[src/rtl/memn2n_query_seq.sv]
// MemN2N sentence-memory sequencer: arbitrates embedding writes into mem_a, runs a query scan
// and emits latency-aligned weight strobes. Define MEM_WRAP_EN for ring-overwrite mode.
`ifndef BW_MEM_ADDR
`define BW_MEM_ADDR 2
`endif

module memn2n_query_seq #(
  parameter int BW_MEM_ADDR = `BW_MEM_ADDR,
  parameter int RD_LAT      = 1
) (
  input  logic                   clk,
  input  logic                   rst,
  input  logic                   start,
  input  logic                   clr,
  input  logic                   done_emb_q,
  input  logic                   wr_req,
  output logic                   en_emb_q,
  output logic                   wr_gnt,
  output logic                   mem_we,
  output logic                   mem_oe,
  output logic [BW_MEM_ADDR-1:0] mem_addr,
  output logic                   w_we,
  output logic [BW_MEM_ADDR-1:0] w_idx,
  output logic [BW_MEM_ADDR:0]   fill,
  output logic                   full,
  output logic                   busy,
  output logic                   done
);

  localparam int AW = BW_MEM_ADDR;
  localparam logic [AW:0] NUM_MEM = {1'b1, {AW{1'b0}}};
  localparam logic [2:0]  DRAIN_LAST = 3'(RD_LAT - 1);

  typedef enum logic [2:0] {
    S_IDLE  = 3'd0,
    S_EMB_Q = 3'd1,
    S_SCAN  = 3'd2,
    S_DRAIN = 3'd3,
    S_DONE  = 3'd4
  } state_t;

  state_t state, state_nxt;

  logic [AW-1:0] wr_ptr;
  logic [AW-1:0] scan_base;
  logic [AW-1:0] base_sel;
  logic [AW:0]   scan_cnt;
  logic [AW:0]   scan_len;
  logic [2:0]    drain_cnt;
  logic          scan_last;
  logic          drain_last;
  logic          scan_enter;
  logic          clr_idle;
  logic          wr_window;

  logic [RD_LAT-1:0]         vld_p;
  logic [RD_LAT-1:0][AW-1:0] idx_p;

  // Ring addressing: the sum wraps naturally at NUM_MEM because NUM_MEM is 2**AW.
  function automatic logic [AW-1:0] ring_add(input logic [AW-1:0] a, input logic [AW-1:0] b);
    return a + b;
  endfunction

  assign full       = (fill == NUM_MEM);
  assign clr_idle   = (state == S_IDLE) && clr;
  assign scan_enter = (state == S_EMB_Q) && done_emb_q;
  assign scan_last  = (scan_cnt == scan_len - 1'b1);
  assign drain_last = (drain_cnt == DRAIN_LAST);
  assign wr_window  = ((state == S_IDLE) && !clr) || (state == S_EMB_Q);

`ifdef MEM_WRAP_EN
  assign wr_gnt   = !rst && wr_req && wr_window;
  assign base_sel = full ? wr_ptr : '0;
`else
  assign wr_gnt   = !rst && wr_req && wr_window && !full;
  assign base_sel = '0;
`endif

  assign mem_we = wr_gnt;

  always_ff @(posedge clk or posedge rst) begin
    if (rst) state <= S_IDLE;
    else     state <= state_nxt;
  end

  always_comb begin
    state_nxt = state;
    case (state)
      S_IDLE:  if (start)      state_nxt = S_EMB_Q;
      S_EMB_Q: if (done_emb_q) state_nxt = (fill == '0) ? S_DRAIN : S_SCAN;
      S_SCAN:  if (scan_last)  state_nxt = S_DRAIN;
      S_DRAIN: if (drain_last) state_nxt = S_DONE;
      S_DONE:                  state_nxt = S_IDLE;
      default:                 state_nxt = S_IDLE;
    endcase
  end

  always_comb begin
    en_emb_q = 1'b0;
    mem_oe   = 1'b0;
    done     = 1'b0;
    busy     = 1'b1;
    mem_addr = wr_ptr;
    case (state)
      S_IDLE:  busy     = 1'b0;
      S_EMB_Q: en_emb_q = 1'b1;
      S_SCAN: begin
        mem_oe   = 1'b1;
        mem_addr = ring_add(scan_base, scan_cnt[AW-1:0]);
      end
      S_DONE:  done     = 1'b1;
      default: ;
    endcase
  end

  // Write pointer / fill level: clr beats a concurrent request, fill saturates at NUM_MEM.
  always_ff @(posedge clk or posedge rst) begin
    if (rst) begin
      wr_ptr <= '0;
      fill   <= '0;
    end else if (clr_idle) begin
      wr_ptr <= '0;
      fill   <= '0;
    end else if (wr_gnt) begin
      wr_ptr <= wr_ptr + 1'b1;
      if (!full) fill <= fill + 1'b1;
    end
  end

  // Scan bookkeeping: fill is sampled before any same-edge write increment lands.
  always_ff @(posedge clk or posedge rst) begin
    if (rst) begin
      scan_len  <= '0;
      scan_cnt  <= '0;
      scan_base <= '0;
      drain_cnt <= '0;
    end else begin
      if (scan_enter) begin
        scan_len  <= fill;
        scan_cnt  <= '0;
        scan_base <= base_sel;
      end else if ((state == S_SCAN) && !scan_last) begin
        scan_cnt <= scan_cnt + 1'b1;
      end
      drain_cnt <= (state == S_DRAIN) ? drain_cnt + 1'b1 : 3'd0;
    end
  end

  // Read-latency pipe p0..p(RD_LAT-1): advances only while scanning or draining.
  always_ff @(posedge clk or posedge rst) begin
    if (rst) begin
      vld_p <= '0;
      idx_p <= '0;
    end else if ((state == S_SCAN) || (state == S_DRAIN)) begin
      for (int i = RD_LAT - 1; i > 0; i--) begin
        vld_p[i] <= vld_p[i-1];
        idx_p[i] <= idx_p[i-1];
      end
      vld_p[0] <= mem_oe;
      idx_p[0] <= mem_addr;
    end
  end

  assign w_we  = vld_p[RD_LAT-1];
  assign w_idx = idx_p[RD_LAT-1];

endmodule
[config.mk]
export PLATFORM = sky130hd
export DESIGN_NAME = memn2n_query_seq
export DESIGN_NICKNAME = d
export VERILOG_FILES = /design/src/rtl/memn2n_query_seq.sv
export SDC_FILE = /design/constraint.sdc
export NUM_CORES = 1
export LEC_CHECK = 0
export ABC_AREA = 1
export BUFFER_PORTS_ARGS = -buffer_cell sky130_fd_sc_hd__buf_2
export CAP_MARGIN = 20
export CORE_MARGIN = 2
export CORE_UTILIZATION = 45
export CTS_CLUSTER_SIZE = 14
export DETAILED_ROUTE_END_ITERATION = 16
export PLACE_DENSITY_LB_ADDON = 0.05
export SETUP_SLACK_MARGIN = 0.02
export SLEW_MARGIN = 30
export SYNTH_ARGS = -nofsm -noshare
export SYNTH_HDL_FRONTEND = slang
export SYNTH_SLANG_ARGS = --single-unit
[constraint.sdc]
create_clock -name clk -period 2.26 [get_ports clk]
set_input_delay 0.226 -clock clk [delete_from_list [all_inputs] [get_ports clk]]
set_output_delay 0.226 -clock clk [all_outputs]
set_load 0.005 [all_outputs]
==> results of run 1 <==
## power breakdown
| group | switching (mW) | internal [mW] |
|---|---|---|
| sequential | 0.130 | 0.505 |
| combinational | 0.565 | 0.372 |
| clock | 0.117 | 0.0982 |
## logic make-up (layout without fill, tap and decap cells)
| group | count (synthesis) | after routing |
|---|---|---|
| XOR/XNOR | 5 | 5 |
| buffers and inverters | 30 | 53 |
| AND/OR/NAND/NOR | 69 | 69 |
| adder cells (fa/ha/maj) | 6 | 6 |
| AO/OA/AOI/OAI | 14 | 14 |
| flip-flops | 20 | 20 |
## cell type report
class | instances | area [µm²] | area share, %
sequential | 20 | 500 | 39.2
tap | 30 | 37.5 | 2.94
multi-input combinational | 94 | 493 | 38.6
clock buffer | 4 | 36.3 | 2.84
timing repair buffer | 20 | 100 | 7.84
inverter | 29 | 110 | 8.62
## per-stage QoR
step | worst slack [ns] | instances | utilization [%] | hold WS (ns)
floorplan | 0.947 | 144 | - | 0.190
CTS | 0.551 | 197 | 53.0 | 0.0837
global placement | 0.881 | 193 | 51.5 | 0.422
finish | 0.560 | 197 | 53.0 | 0.0606
global route | 0.446 | 197 | 53.0 | 0.112
detailed placement | 0.796 | 193 | 51.5 | 0.421
## cells in the mapped netlist (all sizes together)
cell,n
xor2,3
o211ai,1
nor2,12
ha,6
buf,1
nand4,2
a31o,1
clkinv,1
nor3,3
a31oi,1
xnor2,2
o21ai,11
nand2,43
inv,28
nand3,9
dfrtp,20
## path summary, 6_finish.rpt
check                                           to  slack, ns  cells after the start
max in group asynchronous     w_idx[0]$_DFFE_PP0P_       1.72                      2
min                          wr_ptr[0]$_DFFE_PP0P_       0.06                      2
min reg2reg                 drain_cnt[0]$_DFF_PP0_       0.47                      1
min in group clk              state[0]$_DFFE_PP0P_       0.29                      6
max                                         mem_we       0.56                      6
max reg2reg                scan_cnt[0]$_DFFE_PP0P_       0.79                      8
## sequential cells by signal (all words and copies together) (netlist names)
name       count
w_idx          2
state          3
wr_ptr         2
w_we           1
fill           3
scan_len       3
scan_cnt       3
drain_cnt      3
## layer usage
metal,vias to the layer above,global-route usage [%]
met5,-,0
met4,0,7.69
met3,4,2.50
met2,17,28.9
met1,435,23.0
li1,490,-
==> results.yml, run 1 <==
clocking:
  clock-root-buffer: "clkbuf_4"
  htree_levels: 1
  cts_tree: "built"
  clockBufferDepth: 2
  postCtsSetupBuffers: 0
  post_cts_resized: 0
  clock-sinks: 20
  insertion_delay_ns: 0.30
  path_clk_slew_ns: 0.12
  postCtsHoldBufs: 0
  numCtsBuffers: 3
cells_and_area:
  num_antenna_cells: 0
  synthToLayoutAreaGrowth_pct: 15.0
  fin_nets: 180
  layout_common_cells: "nand2_1 (39), inv_1 (26), dfrtp_1 (20), buf_2 (20), nor2_1 (11)"
  final_cell_area_um2: 1280
  nFillCells: 245
  final_common_cell: "nand2_1"
  layout-drive-gt1-share_pct: 20.4
sta:
  hold_viol: 0
  slew_viol_final: 0
  tightest_slew_ns: 0.771
  setup_viol: 0
  finalCriticalPeriod_ns: 1.70
  grt_setup_unrepaired: "false"
  tns_ns: 0
  finalCritPeriodShare_pct: 75.2
  max_freq_mhz: 588
  clock_skew_ns: 0.00181
  maxSlewHeadroom_pct: 48.6
routing:
  num_vias: 946
  dr_wl_met3_um: 71
  routed_wl_um: 2190
  top_layer_used: "met4"
  viasPerCell: 4.80
  met1_length_um: 1080
  first_pass_iters: 6
  drtIter0Drc: 14
  dr_wl_met2_um: 1010
  drc: 0
  routedWlPerCell_um: 11.1
  drt.antenna.violating_nets: 0
worst_setup_path:
  path_buf_inv: 3
  critPathMaxStageDelay_ns: 0.41
  endpoint_kind: "primary output"
  cp_max_fo: 8
  r2r_start: "scan_len[0]$_DFFE_PP0P_"
  crit_start: "fill[0]$_DFFE_PP0P_"
  cp_cell_sequence: "inv_1, ha_1, nand2_1, nand2_2, clkinv_2, buf_2"
  crit_type: "flip-flop to primary output"
  start_kind: "flip-flop"
  worst_ep_required_time_ns: 2.03
  cp_top_family: "flip-flops"
  cp.arrival_ns: 1.47
  critPathSlowestCell: "dfrtp_1"
synth:
  syn-cell-area_um2: 1110
  synth_compound_area_share_pct: 6.98
  syn_area_per_cell_um2: 7.72
  synthSimpleGateAreaFrac_pct: 26.7
  synth.net_count: 156
  ys_seq_elements: 20
  yosysSeqAreaShare_pct: 45.0
  synth_top_family_by_area: "simple AND/OR/NAND/NOR gates"
  synth_xor_area_share_pct: 3.94
  netlist.area_leader.share_pct: 45.0
  synth_top_cell_by_area: "dfrtp_1"
  synthAdderAreaFrac_pct: 6.76
  synth.area.top_cells: "dfrtp_1 (45%), nand2_1 (13%), inv_1 (8.8%)"
  ys_types: 21
  synth_mux_area_share_pct: 0
  syn_inst: 144
  yosysWarnings: 0
placed_design:
  hpwl_um: 1750
  place_area_um2: 1240
  gp_congestion: 0.891
  port_buffers: 20
global_route:
  grt_pass1_vias: 831
  grt-ovfl-total: 0
  antenna_found_initial: 0
  grt_pass1_wl_um: 3600
  grt_use_total_pct: 17.6
  grt_max_degree: 21
run_status:
  status: "finished, final reports clean"
floorplan:
  num_rows: 18
  core-area_um2: 2410
  fp.dieW_um: 53.7
  dieArea_um2: 2880
  die_y_um: 53.7
  io_pins: 21
  start_util_pct: 46.1
hold_path:
  hold_class: "primary input to asynchronous set/reset pin"
pwr:
  p_leak_nw: 0.750
  worst_ir_drop_vdd_mv: 0.698
  power_mw: 1.79
  powerDensity_nw_per_um2: 1400
job:
  cap_violations: 0
No activity file was read; power rests on OpenSTA's default activity.
==> inputs of run 2 (changes only) <==
==> constraint.sdc (replaced) <==
create_clock -name clk -period 1.4 [get_ports clk]
set_input_delay 0.14 -clock clk [delete_from_list [all_inputs] [get_ports clk]]
set_output_delay 0.14 -clock clk [all_outputs]
set_load 0.005 [all_outputs]
==> run 2 against run 1 <==
Against the previous run: the flow now finishes with violations (setup timing); combinational power rose to 2.5 times the previous value; clock-buffer cell count unchanged; power up 110%; worst setup slack worse by 0.64 ns; clock power up 60%; sequential share of layout area down 8.3 points; design area up 27%; die area unchanged; via count up 10%; routed wire length up 12%; sequential cell count unchanged; largest cell class is now multi-input gates.
==> results.yml, run 2 (synthesis gave the netlist of run 1 again) <==
routing:
  num_vias: 1041
  first_pass_iters: 4
  routed_wl_um: 2460
  routedWlPerCell_um: 11.2
  viasPerCell: 4.75
  drc: 0
  drtIter0Drc: 17
  drt.antenna.violating_nets: 0
floorplan:
  dieArea_um2: 2880
  start_util_pct: 46.1
  die_y_um: 53.7
  core-area_um2: 2410
  io_pins: 21
  fp.dieW_um: 53.7
  num_rows: 18
clocking:
  cts_tree: "built"
  clockBufferDepth: 2
  numCtsBuffers: 3
  path_clk_slew_ns: 0.12
  clock-root-buffer: "clkbuf_4"
  clock-sinks: 20
  insertion_delay_ns: 0.30
  htree_levels: 1
cells_and_area:
  layout-drive-gt1-share_pct: 45.0
  fin_nets: 202
  final_common_cell: "nand2_1"
  num_antenna_cells: 0
  layout_common_cells: "nand2_1 (30), inv_1 (21), dfrtp_1 (19)"
  final_cell_area_um2: 1620
  synthToLayoutAreaGrowth_pct: 46.1
  layout.cells.non_filler: 219
placed_design:
  hpwl_um: 1740
  dp.cells: 199
  port_buffers: 20
  gp_congestion: 0.819
  place_area_um2: 1300
global_route:
  antenna_found_initial: 0
  grt_pass1_wl_um: 4270
  grt-ovfl-total: 0
  grt_use_total_pct: 20.8
  grt_max_degree: 15
  grt_pass1_vias: 1012
sta:
  slew_viol_final: 0
  clock_skew_ns: 0.00548
  max_freq_mhz: 674
  finalCriticalPeriod_ns: 1.48
  finalCritPeriodShare_pct: 106
  tightest_slew_ns: 0.341
  setup_viol: 5
  hold_viol: 0
  maxSlewHeadroom_pct: 77.2
  hold_slack_ns: 0.185
  layout_setup_ws_ns: -0.0837
  grt_setup_unrepaired: "true"
pwr:
  p_int_mw: 2.12
  power_frac_clock_pct: 9.2
  seq_power_share_pct: 27.6
  switchingPower_mw: 1.64
  powerDensity_nw_per_um2: 2320
  p_leak_nw: 0.903
  comb_power_share_pct: 63.2
  worst_ir_drop_vdd_mv: 1.32
  p_sw_share_pct: 43.7
  power_mw: 3.76
worst_setup_path:
  endpoint_kind: "primary output"
  cp_max_fo: 4
  worst_ep_required_time_ns: 1.26
  start_kind: "flip-flop"
  crit_type: "flip-flop to primary output"
  cp.arrival_ns: 1.34
job:
  cap_violations: 0
run_status:
  status: "finished with violations"
  violations: "setup timing"
hold_path:
  hold_class: "primary input to flip-flop"
==> run 2: changes by cell type in the layout (fill, tap and decap cells not counted), sizes merged <==
cell,before,now
buf,20,41
dlygate4sd3,0,1
==> run 2: power by group through the flow <==
stage                     registers, mW  clock network (mW)  logic, mW
after floorplan                   0.997                   0       1.10
after global placement             1.01                   0       1.59
after detailed placement           1.02                   0       1.62
after CTS                          1.02               0.355       2.05
after global routing               1.08               0.390       2.70
final                              1.04               0.345       2.38
==> run 2: area by class of cell <==
class / instances / area (µm²)
fill: 208 / 787
multi-input combinational: 94 / 628
sequential: 20 / 502
timing repair buffer: 42 / 300
inverter: 29 / 119
tap: 30 / 37.5
clock buffer: 4 / 36.3
==> run 2: what timing repair did <==
item                       CTS  global route
hold endpoints to repair     6             0
pin swaps                   11            12
resized for setup           21            28
hold buffers                 1             0
buffers inserted            12             4
setup endpoints to repair   10            23
==> run 2: routing by layer <==
metal  vias up  part of all wire, %  track usage (%)
li1        534                    -                -
met1       484                   45             26.3
met2        21                   50             34.8
met3         2                  3.8             3.33
met4         0                 0.81             8.97
met5         -                    0                0
==> run 2: per-stage QoR <==
stage	util, %	worst slack, ns	TNS [ns]
2_1_floorplan	-	0.0867	0
3_3_place_gp	53.9	0.0616	0
3_5_place_dp	53.9	-0.00975	-0.00975
4_1_cts	62.5	-0.0909	-0.350
5_1_grt	67.3	-0.172	-1.38
6_report	67.3	-0.0837	-0.328
==> run 2: worst paths after layout <==
path                                        start                      end  slack (ns)  cells past startpoint
max                          state[0]$_DFFE_PP0P_                     busy       -0.08                      5
min reg2reg                drain_cnt[0]$_DFF_PP0_   drain_cnt[0]$_DFF_PP0_        0.47                      1
max in group asynchronous                     rst     state[2]$_DFFE_PP0P_        0.66                      4
max reg2reg                  state[2]$_DFFE_PP0P_      fill[1]$_DFFE_PP0P_        0.02                      8
min                                    done_emb_q  scan_len[1]$_DFFE_PP0P_        0.18                      3
min in group asynchronous                     rst      fill[1]$_DFFE_PP0P_        0.35                      3
==> run 2: worst max-delay path, cell delays in order, from the launching register on <==
cell     delay [ns]
dfrtp_1        0.44
buf_4          0.15
nor3_2         0.16
buf_4          0.15
inv_1          0.03
buf_2          0.11
